### src/rtl/popcount_pkg.sv
// Shared widths and types for the 64-bit population counter.
// Latency: n/a (declarations only).
// Backpressure: n/a.
//
// DATA_W / CNT_W fix the datapath. The intermediate widths name each level
// of the adder tree. Each level is one bit wider than the level it sums,
// which is enough to hold the largest possible sum, so no level can overflow.
package popcount_pkg;

  localparam int DATA_W    = 64;
  localparam int CNT_W     = 7;

  localparam int BYTE_W    = 8;
  localparam int NUM_BYTES = DATA_W / BYTE_W;  // 8 leaf counters

  localparam int L0_W      = 4;  // per-byte count, 0..8
  localparam int L1_W      = 5;  // pair of bytes, 0..16
  localparam int L2_W      = 6;  // four bytes,    0..32
  localparam int L3_W      = 7;  // full word,     0..64

  typedef logic [DATA_W-1:0] data_t;
  typedef logic [CNT_W-1:0]  cnt_t;
  typedef logic [BYTE_W-1:0] byte_t;
  typedef logic [L0_W-1:0]   l0_t;
  typedef logic [L1_W-1:0]   l1_t;
  typedef logic [L2_W-1:0]   l2_t;
  typedef logic [L3_W-1:0]   l3_t;

  // Each helper zero-extends both operands to the result width before adding.
  function automatic l1_t add_l0(input l0_t a, input l0_t b);
    return {1'b0, a} + {1'b0, b};
  endfunction

  function automatic l2_t add_l1(input l1_t a, input l1_t b);
    return {1'b0, a} + {1'b0, b};
  endfunction

  function automatic l3_t add_l2(input l2_t a, input l2_t b);
    return {1'b0, a} + {1'b0, b};
  endfunction

endpackage

### src/rtl/popcount_popcount8.sv
// Combinational count of the set bits in one byte.
// Latency: 0 cycles (purely combinational).
// Backpressure: none. The output follows the input.
//
// Ports:
//   in  - byte to count
//   cnt - number of ones in the byte, 0..8
module popcount8
  import popcount_pkg::*;
(
  input  logic [BYTE_W-1:0] in,
  output logic [L0_W-1:0]   cnt
);

  // Split the byte into two nibbles and count each nibble as a sum of its
  // bits. This gives shallow logic that maps well onto LUT4/LUT6 fabrics.
  logic [2:0] lo_cnt;
  logic [2:0] hi_cnt;

  always_comb begin
    lo_cnt = 3'd0;
    hi_cnt = 3'd0;
    for (int i = 0; i < 4; i++) begin
      lo_cnt = lo_cnt + {2'b00, in[i]};
      hi_cnt = hi_cnt + {2'b00, in[i+4]};
    end
  end

  assign cnt = {1'b0, lo_cnt} + {1'b0, hi_cnt};

endmodule

### src/rtl/popcount_64.sv
// Registered 64-bit population counter with a fixed adder tree.
// Latency: 1 cycle. The word sampled at edge N is counted on out after edge N.
// Backpressure: none. A new word is accepted on every cycle.
//
// Ports:
//   clk   - rising-edge clock
//   rst_n - asynchronous active-low clear of the output register
//   in    - 64-bit word, sampled every rising edge
//   out   - count of set bits in the last sampled word, 0..64
module popcount_64
  import popcount_pkg::*;
(
  input  logic              clk,
  input  logic              rst_n,
  input  logic [DATA_W-1:0] in,
  output logic [CNT_W-1:0]  out
);

  l0_t   byte_cnt [NUM_BYTES];
  l1_t   sum_l1   [NUM_BYTES/2];
  l2_t   sum_l2   [NUM_BYTES/4];
  l3_t   sum_l3;
  cnt_t  out_q;

  // Leaf level: one byte counter per byte lane.
  for (genvar b = 0; b < NUM_BYTES; b++) begin : g_byte
    popcount8 u_pc8 (
      .in  (in[b*BYTE_W +: BYTE_W]),
      .cnt (byte_cnt[b])
    );
  end

  // Three-level balanced tree: 8 -> 4 -> 2 -> 1.
  for (genvar i = 0; i < NUM_BYTES/2; i++) begin : g_l1
    assign sum_l1[i] = add_l0(byte_cnt[2*i], byte_cnt[2*i+1]);
  end

  for (genvar i = 0; i < NUM_BYTES/4; i++) begin : g_l2
    assign sum_l2[i] = add_l1(sum_l1[2*i], sum_l1[2*i+1]);
  end

  assign sum_l3 = add_l2(sum_l2[0], sum_l2[1]);

  // This is the only register in the block. The tree ahead of it is
  // combinational from the input pins.
  always_ff @(posedge clk or negedge rst_n) begin
    if (!rst_n) begin
      out_q <= '0;
    end else begin
      out_q <= cnt_t'(sum_l3);
    end
  end

  assign out = out_q;

endmodule

### config.mk
export PLATFORM = sky130hd
export DESIGN_NAME = popcount_64
export DESIGN_NICKNAME = d
export VERILOG_FILES = /design/src/rtl/popcount_pkg.sv /design/src/rtl/popcount_popcount8.sv /design/src/rtl/popcount_64.sv
export SDC_FILE = /design/constraint.sdc
export NUM_CORES = 1
export LEC_CHECK = 0
export CORE_UTILIZATION = 32
export DETAILED_ROUTE_END_ITERATION = 7
export GPL_ROUTABILITY_DRIVEN = 0
export PLACE_DENSITY = 0.57
export SLEW_MARGIN = 5
export SYNTH_ARGS = -nofsm -noshare
export SYNTH_HDL_FRONTEND = slang
export SYNTH_SLANG_ARGS = --single-unit
### constraint.sdc
create_clock -name clk -period 0.8 [get_ports clk]
set_input_delay 0.16 -clock clk [delete_from_list [all_inputs] [get_ports clk]]
set_output_delay 0.16 -clock clk [all_outputs]
set_load 0.02 [all_outputs]
Word-level counts from Yosys, hierarchy flattened. Cells that the tools add are included.

Bits in registers: 7. Input bits: 66. Word-level logic and storage cells: 64.

Add/sub/neg operators: 63.

Operators with widths (count): $add A3 B1 Y3 (32); $add A1 B1 Y2 (16); $add A3 B3 Y4 (8); $add A4 B4 Y5 (4); $add A5 B5 Y6 (2); $add A6 B6 Y7 (1).

Logic depth before layout (Yosys ltp). Gate-level depths: netlist of run 1.

Depth after elaboration: 7. Gate-level depth with buffers: 22.

Hierarchy. From an unflattened synthesis of run 1, not the netlist that was laid out.

Cells, all modules: 272. Area, all modules: 2431.1 um2.

Modules (own cells, without submodules): popcount8 (times used 8, cells an instance 24, area an instance 190.2 um2, sequential area each 0.0 um2); popcount_64 (times used 1, cells an instance 80, area an instance 909.6 um2, sequential area each 175.2 um2).

Worst setup path before layout of run 1. No wires, ideal clock.

Kind: input-to-reg. From: in in[44]. To: reg out_q[5], in the netlist out[5]. Setup time: 0.123 ns. Arrival: 4.987 ns. Data required time: 0.677 ns. Setup slack: -4.310 ns. Stages on the path: 20. Buffers on the path: 0. Path through: ha_1 -> fa_1 -> ha_1 -> inv_1 -> fa_1 -> fa_1 -> inv_1 -> fa_1 -> inv_1 -> fa_1 -> fa_1 -> inv_1 -> ha_1 -> ha_1 -> inv_1 -> fa_1 -> inv_1 -> a21o_1 -> a21oi_1 -> xnor2_1.

Word-level cells in the longest chain between the ends: 7.

RTL lines: start, declared (RTL line popcount_64.sv:15) `input logic [DATA_W-1:0] in,`; $add A1 B1 Y2 (RTL line popcount_popcount8.sv:25) `hi_cnt = hi_cnt + {2'b00, in[i+4]};`; $add A3 B1 Y3 (2 in series) (RTL line popcount_popcount8.sv:25); $add A3 B3 Y4 (RTL line popcount_popcount8.sv:29) `assign cnt = {1'b0, lo_cnt} + {1'b0, hi_cnt};`; $add A4 B4 Y5 (RTL line popcount_pkg.sv:31) `return {1'b0, a} + {1'b0, b};`; $add A5 B5 Y6 (RTL line popcount_pkg.sv:35) `return {1'b0, a} + {1'b0, b};`; $add A6 B6 Y7 (RTL line popcount_pkg.sv:39) `return {1'b0, a} + {1'b0, b};`; net sum_l3[5] (RTL line popcount_64.sv:22) `l3_t sum_l3;`; end signal, assigned (RTL line popcount_64.sv:50) `out_q <= cnt_t'(sum_l3);`; end, declared (RTL line popcount_64.sv:23) `cnt_t out_q;`.

The timed path passes the listed nets, and every way through them passes these cells.

Worst setup path in the final report of run 1.
From: in in[60]. To: reg out_q[5], in the netlist out[5].

The elaborated chain is that of the path after synthesis.

==> flow_metrics.tcl, run 1 <==
set metrics [dict create \
    status "complete, but fails checks" \
    violations "negative setup slack" \
    final_antenna_net_count 0 \
    topRoutingLayerUsed "met4" \
    yosysUniqueCellTypes 13 \
    multi_input_area_mm2 0.00232 \
    fp.dieW_um 88.7 \
    drv_slew 0 \
    synth_area_leaders "fa_1 47%, ha_1 24%, inv_1 18%" \
    yosysTopAreaCellShare_pct 46.6 \
    drive_above_1_share_pct 52.3 \
    finalCriticalPeriod_ns 4.88 \
    coreArea_mm2 0.00725 \
    drv_cap 0 \
    grt_max_degree 8 \
    ctsHoldBuffers 0 \
    grt_pass1_wl_um 7540 \
    clkSinkCount 7 \
    start_util_pct 33.2 \
    die_h_um 88.7 \
    synth-seq-cells 7 \
    wl_um 4320 \
    syn2layout_area_growth_pct 58.8 \
    critical_path.endpoint_type "flip-flop" \
    rsz0062_at_grt "yes" \
    first_iter_violations 14 \
    vias 1688 \
    max_freq_mhz 205 \
    htree_levels 1 \
    post-route-drc-count 0 \
    wl_met1_um 1660 \
    clk_pin_slew_ns 0.04 \
    fin_nets 492 \
    dpl.hpwl_um 3880 \
    criticalPathCategory "input pin to flip-flop" \
    crit_chain "buf_6, ha_4, inv_2, fa_2, inv_2, ha_4, fa_1, inv_1, fa_1, inv_1, fa_1, inv_2, fa_2, inv_2, fa_1, fa_2, inv_2, fa_2, inv_2, a21o_1, a21oi_2, xnor2_1" \
    finalHoldViolations 0 \
    tightest_slew_ns 0.305 \
    synth_top_cell_by_area "fa_1" \
    diodes 0 \
    antenna_found_initial 0 \
    overflow 0 \
    synth_edf_count 0 \
    synth_area_per_cell_um2 10.1 \
    yosysMostFrequentCell "inv_1" \
    largest_reg_flops 7 \
    critPathLaunchType "input pin" \
    wl_per_cell_um 10.2 \
    fin_util_pct 52.7 \
    yosys_warnings 0 \
    crit_top_cell "inv_2" \
    clockBufferDepth 2 \
    drtPass1Iterations 3 \
    synth_area_mm2 0.00241 \
    cts_tree "yes" \
    setup_ws_ns -4.08 \
    hold_path_class "input pin to async pin" \
    root_buffer "clkbuf_8" \
    place_area_mm2 0.00344 \
    viasPerCell 4.00 \
    synthArstFlopShare_pct 100 \
    grt_util_all_layers_pct 12.5 \
    cpPeakStageDelay_ns 0.59 \
    synth_common_cells "116 x inv_1, 56 x fa_1, 46 x ha_1" \
    timing.final.crit_share_pct 609 \
    synthFlopType "dfrtp_1" \
    critPathArrivalTime_ns 5.02 \
    synth_nets 406 \
    cts_buffers 3 \
    cts_setup_buffers 0 \
    final_cell_area_mm2 0.00382 \
    die_area_mm2 0.00787 \
    synthCells 238 \
    grt_pass1_vias 1865 \
    rows 31 \
    port_buffers 72 \
    seqCellArea_um2 175 \
    critPathRequiredTime_ns 0.94 \
    wl_met3_um 199 \
    wl_met2_um 2440 \
    fillerInstances 690 \
    cp_slowest_cell "fa_2" \
    path_max_fanout 2 \
    slew_headroom_pct 79.6 \
    ys_seq_area_share_pct 7.28 \
    ios 73 \
    setup_viol 14 \
]
[cell families after synthesis]
kind of cell | count (synthesis) | synth area share (%)
buffers and inverters | 117 | 18.3
adder cells (fa/ha/maj) | 102 | 70.5
AO/OA/AOI/OAI | 8 | 2.50
flip-flops | 7 | 7.28
XOR/XNOR | 4 | 1.46
[layer usage]
layer | vias up | GRT usage, %
met5 | - | 0
met4 | 0 | 1.32
met3 | 2 | 1.96
met2 | 43 | 24.8
met1 | 823 | 14.3
li1 | 820 | -
[metrics by stage]
stage	hold WS [ns]	cells	TNS, ns	setup slack [ns]
floorplan	-0.136	238	-26.12	-4.15
detailed placement	0.443	418	-32.55	-4.79
global route	0.222	422	-27.38	-4.27
finish	0.191	422	-26.23	-4.08
CTS	0.204	422	-26.63	-4.11
global placement	0.444	418	-32.20	-4.75
[layout by cell type (no fill, tap or decap), types with 5 or more instances in the layout]
cell type        synthesis  routed
inv_1                  116      59
inv_2                    0      57
ha_4                     0      35
fa_1                    56      32
dlygate4sd2_1            0      28
fa_2                     0      24
buf_6                    0      19
buf_2                    0      12
ha_1                    46      11
buf_4                    0      10
dfrtp_1                  7       7
clkdlybuf4s50_1          0       5
[repair_timing]
action	4_1_cts	5_1_grt
setup endpoints to repair	14	14
hold endpoints to repair	0	0
gates resized for setup	257	27
gates cloned	0	0
pin swaps	74	26
[critical path: cells and delay by family]
family                   cells  cell delay, ns
XOR/XNOR                     1            0.16
buffers and inverters        9            0.49
AO/OA/AOI/OAI                2            0.17
adder cells (fa/ha/maj)     10            4.02
[worst max-delay path by stage]
| stage | from | endpoint | cells past startpoint |
|---|---|---|---|
| 5_1_grt | in[56] | out[5]$_DFF_PN0_ | 20 |
| 3_5_place_dp | in[56] | out[5]$_DFF_PN0_ | 22 |
| 3_3_place_gp | in[56] | out[5]$_DFF_PN0_ | 22 |
| 4_1_cts | in[60] | out[5]$_DFF_PN0_ | 22 |
| 6_report | in[60] | out[5]$_DFF_PN0_ | 22 |
| 2_1_floorplan | in[57] | out[5]$_DFF_PN0_ | 21 |
[layout make-up]
class,instances,area share (%)
clock buffer,4,1.18
inverter,116,11.4
multi-input combinational,114,60.7
sequential,7,4.58
tap,99,3.24
timing repair buffer,82,18.9
Power of run 1 is not shown: default switching activity piles up to over one toggle a cycle in this logic, so the estimate is an artifact.
==> inputs of run 2 (changes only) <==
--- a/config.mk
+++ b/config.mk
@@ -8,7 +8,6 @@
 export CORE_UTILIZATION = 32
 export DETAILED_ROUTE_END_ITERATION = 7
 export GPL_ROUTABILITY_DRIVEN = 0
-export PLACE_DENSITY = 0.57
 export SLEW_MARGIN = 5
 export SYNTH_ARGS = -nofsm -noshare
 export SYNTH_HDL_FRONTEND = slang
==> run 2 against run 1 <==
The run still ends with negative setup slack left; die area did not move; first-iteration DRC count rose by 21%; count of clock-buffer cells in the layout unchanged; worst setup slack worse by 0.064 ns; flip-flop and latch count stayed put; design area decreased by 0.72%; critical path type unchanged; largest cell class unchanged.
==> flow_metrics.tcl, run 2 (synthesized netlist as in run 1, its figures left out) <==
set metrics [dict create \
    cp_slowest_cell "fa_2" \
    die_area_mm2 0.00787 \
    wl_per_cell_um 10.2 \
    drtPass1Iterations 2 \
    cpPeakStageDelay_ns 0.63 \
    largest_reg_flops 7 \
    grt_pass1_vias 1914 \
    wl_um 4320 \
    status "complete, but fails checks" \
    die_h_um 88.7 \
    drive_above_1_share_pct 52.5 \
    path_max_fanout 2 \
    slew_headroom_pct 78.9 \
    first_iter_violations 17 \
    cts_buffers 3 \
    start_util_pct 33.2 \
    port_buffers 72 \
    clk_pin_slew_ns 0.04 \
    root_buffer "clkbuf_8" \
    critPathLaunchType "input pin" \
    fin_util_pct 52.3 \
    tightest_slew_ns 0.315 \
    hold_path_class "input pin to async pin" \
    drv_slew 0 \
    vias 1680 \
    max_freq_mhz 202 \
    cts_tree "yes" \
    crit_top_cell "fa_1" \
    htree_levels 1 \
    setup_ws_ns -4.14 \
    diodes 0 \
    fp.dieW_um 88.7 \
    grt_pass1_wl_um 7560 \
    clockBufferDepth 2 \
    viasPerCell 3.97 \
    dpl.hpwl_um 4020 \
    fin_nets 493 \
    seqCellArea_um2 175 \
    critPathRequiredTime_ns 0.90 \
    ctsHoldBuffers 0 \
    criticalPathCategory "input pin to flip-flop" \
    crit_chain "buf_6, ha_4, inv_2, fa_2, inv_2, ha_4, inv_2, fa_1, fa_1, inv_1, fa_1, fa_1, fa_1, fa_2, inv_2, fa_2, buf_4, buf_6, xnor2_1" \
    grt_util_all_layers_pct 12.2 \
    multi_input_area_mm2 0.00229 \
    crit_start "in[56]" \
    rows 31 \
    violations "negative setup slack" \
    cp-endpoint "out[3]$_DFF_PN0_" \
    drv_cap 0 \
    timing.final.crit_share_pct 617 \
    rsz0062_at_grt "yes" \
    finalCriticalPeriod_ns 4.94 \
    post-route-drc-count 0 \
    critPathArrivalTime_ns 5.04 \
    syn2layout_area_growth_pct 57.7 \
    grt_max_degree 8 \
    antenna_found_initial 0 \
    coreArea_mm2 0.00725 \
    final_common_cell "inv_1" \
    ios 73 \
    finalHoldViolations 0 \
    critical_path.endpoint_type "flip-flop" \
    overflow 0 \
    final_cell_mix "61 x inv_1, 55 x inv_2, 34 x ha_4" \
    clkSinkCount 7 \
    setup_viol 14 \
    final_antenna_net_count 0 \
    fillerInstances 681 \
]
run 2: cell count changes in the layout (fill, tap and decap cells not counted), sizes merged:
cell | before | now
clkbuf | 6 | 9
clkdlybuf4s15 | 3 | 2
dlygate4sd2 | 28 | 27
run 2: cell type report:
class / instances / share of cell area [%]
Clock buffer: 4 / 1.19
Tap cell: 99 / 3.27
Inverter: 116 / 11.5
Timing Repair Buffer: 83 / 19.2
Multi-Input combinational cell: 114 / 60.3
Sequential cell: 7 / 4.62
run 2: what timing repair did:
action	CTS	global route
resized for setup	264	21
buffers inserted	0	1
pin swaps	76	29
setup endpoints to repair	14	14
run 2: critical path, delay by kind of cell:
kind / cells / cell delay (ns)
XOR/XNOR: 1 / 0.11
buffers and inverters: 8 / 0.58
adder cells (fa/ha/maj): 10 / 4.19
run 2: routing by layer:
| metal | up-vias | share of wire [%] | global-route usage (%) |
|---|---|---|---|
| met3 | 2 | 3.9 | 1.49 |
| met4 | 0 | 0.28 | 1.32 |
| met2 | 38 | 56 | 24.4 |
| met1 | 818 | 40 | 14.1 |
| li1 | 822 | - | - |
| met5 | - | 0 | 0 |
run 2: how the worst min path moves through the flow:
stage	startpoint	to	slack, ns	cells after the start
floorplan	rst_n	out[0]$_DFF_PN0_	-0.14	0
global placement	rst_n	out[5]$_DFF_PN0_	0.44	1
detailed placement	rst_n	out[5]$_DFF_PN0_	0.45	1
CTS	rst_n	out[5]$_DFF_PN0_	0.21	1
global route	rst_n	out[4]$_DFF_PN0_	0.22	1
finish	rst_n	out[4]$_DFF_PN0_	0.20	1
run 2: metrics by stage:
| step | hold WS, ns | cells | TNS (ns) | setup WS (ns) | instance area (um^2) |
|---|---|---|---|---|---|
| floorplan | -0.136 | 238 | -26.12 | -4.15 | 2530 |
| global placement | 0.442 | 418 | -32.19 | -4.74 | 3440 |
| detailed placement | 0.448 | 418 | -32.44 | -4.76 | 3440 |
| CTS | 0.210 | 422 | -26.69 | -4.11 | 3770 |
| global route | 0.217 | 423 | -27.70 | -4.29 | 3790 |
| finish | 0.198 | 423 | -26.71 | -4.14 | 3790 |
Power of run 2 is left out for the same reason.
==> inputs of run 3 (changes only) <==
--- a/config.mk
+++ b/config.mk
@@ -5,9 +5,10 @@
 export SDC_FILE = /design/constraint.sdc
 export NUM_CORES = 1
 export LEC_CHECK = 0
-export CORE_UTILIZATION = 32
+export CORE_UTILIZATION = 49
 export DETAILED_ROUTE_END_ITERATION = 7
 export GPL_ROUTABILITY_DRIVEN = 0
+export PLACE_DENSITY = 0.86
 export SLEW_MARGIN = 5
 export SYNTH_ARGS = -nofsm -noshare
 export SYNTH_HDL_FRONTEND = slang
==> run 3 against run 2 <==
Core utilization up 27 points; the run still ends with negative setup slack left; wire length rose by 26%; design area is 1.4% lower; non-clock buffer count fell by 1; maximum frequency is 0.81% lower; sequential share of layout area up 0.066 points; highest routed layer unchanged; count of clock-buffer cells in the layout did not move; via count is 4.9% higher; die area shrank 34%; critical endpoint is now out[5]$_DFF_PN0_.
==> flow_metrics.tcl, run 3 (synthesized netlist as in run 1, its figures left out) <==
set metrics [dict create \
    final_common_cell "inv_1" \
    first_iter_violations 34 \
    final_antenna_net_count 0 \
    setup_viol 14 \
    grt_max_degree 8 \
    drtPass1Iterations 3 \
    critPathRequiredTime_ns 0.90 \
    critPathArrivalTime_ns 5.08 \
    port_buffers 72 \
    criticalPathCategory "input pin to flip-flop" \
    htree_levels 1 \
    crit_buf_inv 7 \
    critPathTopFamily "adder cells" \
    die_h_um 72.1 \
    tns_ns -26.72 \
    place_area_mm2 0.00340 \
    violations "negative setup slack" \
    final_cell_mix "61 x inv_1, 53 x inv_2, 32 x ha_4" \
    drive_above_1_share_pct 51.1 \
    viasPerCell 4.52 \
    rsz0062_at_grt "yes" \
    wl_per_cell_um 13.9 \
    syn2layout_area_growth_pct 55.4 \
    drv_cap 0 \
    final_cell_area_mm2 0.00374 \
    post-route-drc-count 0 \
    clockBufferDepth 2 \
    crit_top_cell "inv_2" \
    fin_nets 492 \
    ios 73 \
    slew_headroom_pct 78.6 \
    antenna_found_initial 0 \
    hold_path_class "input pin to async pin" \
    critPathLaunchType "input pin" \
    diodes 0 \
    grt_pass1_vias 2069 \
    dpl.hpwl_um 4150 \
    timing.final.crit_share_pct 622 \
    grt_pass1_wl_um 9050 \
    crit_chain "clkdlybuf4s50_1, inv_1, fa_2, inv_2, ha_4, inv_2, fa_1, inv_2, fa_2, fa_1, fa_1, fa_1, fa_2, inv_2, fa_2, inv_2, a21o_1, a21oi_2, xnor2_1" \
    drv_slew 0 \
    largest_reg_flops 7 \
    max_freq_mhz 201 \
    tightest_slew_ns 0.320 \
    path_max_fanout 2 \
    ctsHoldBuffers 0 \
    root_buffer "clkbuf_8" \
    overflow 0 \
    vias 1762 \
    cp_slowest_cell "fa_2" \
    finalCriticalPeriod_ns 4.98 \
    grt_util_all_layers_pct 23.0 \
    setup_ws_ns -4.18 \
    critical_path.endpoint_type "flip-flop" \
    rows 25 \
    clkSinkCount 7 \
    clk_pin_slew_ns 0.04 \
    start_util_pct 50.9 \
    finalHoldViolations 0 \
    die_area_mm2 0.00519 \
    cts_tree "yes" \
    wl_um 5440 \
    coreArea_mm2 0.00472 \
    fp.dieW_um 72.1 \
    status "complete, but fails checks" \
    cts_buffers 3 \
    cpPeakStageDelay_ns 0.59 \
]
==> run 3: repair_timing <==
item | in CTS | in global routing
gates cloned | 0 | 0
gates resized for setup | 261 | 16
hold endpoints to repair | 0 | 0
pin swaps | 53 | 8
buffers inserted | 0 | 0
endpoints found under the setup margin | 14 | 14
==> run 3: layout make-up <==
class	count	area (um^2)
Clock buffer	4	45.0
Fill cell	284	983
Inverter	116	440
Multi-Input combinational cell	114	2270
Sequential cell	7	175
Tap cell	67	83.8
Timing Repair Buffer	82	726
==> run 3: routing by layer <==
metal / part of all wire (%) / routed length (um) / GRT usage [%] / vias to the layer above
li1: - / - / - / 821
met1: 34 / 1860 / 24.1 / 874
met2: 61 / 3300 / 47.1 / 57
met3: 3.1 / 170 / 3.33 / 10
met4: 1.9 / 104 / 5.23 / 0
met5: 0 / 0 / 0 / -
==> run 3: worst max path at each step <==
stage | end | depth (start not counted) | from
3_5_place_dp | out[5]$_DFF_PN0_ | 20 | in[17]
4_1_cts | out[5]$_DFF_PN0_ | 23 | in[60]
3_3_place_gp | out[5]$_DFF_PN0_ | 22 | in[56]
2_1_floorplan | out[5]$_DFF_PN0_ | 21 | in[57]
6_report | out[5]$_DFF_PN0_ | 19 | in[27]
5_1_grt | out[5]$_DFF_PN0_ | 23 | in[40]
==> run 3: per-stage QoR <==
stage	cells	worst slack, ns	hold WS (ns)	util, %
after CTS	390	-4.10	0.203	77.5
after detailed placement	386	-4.81	0.439	72.1
final	390	-4.18	0.197	79.2
after global routing	390	-4.33	0.212	79.2
after global placement	386	-4.71	0.435	72.1
after floorplan	238	-4.15	-0.136	-
Power of run 3 is left out for the same reason.
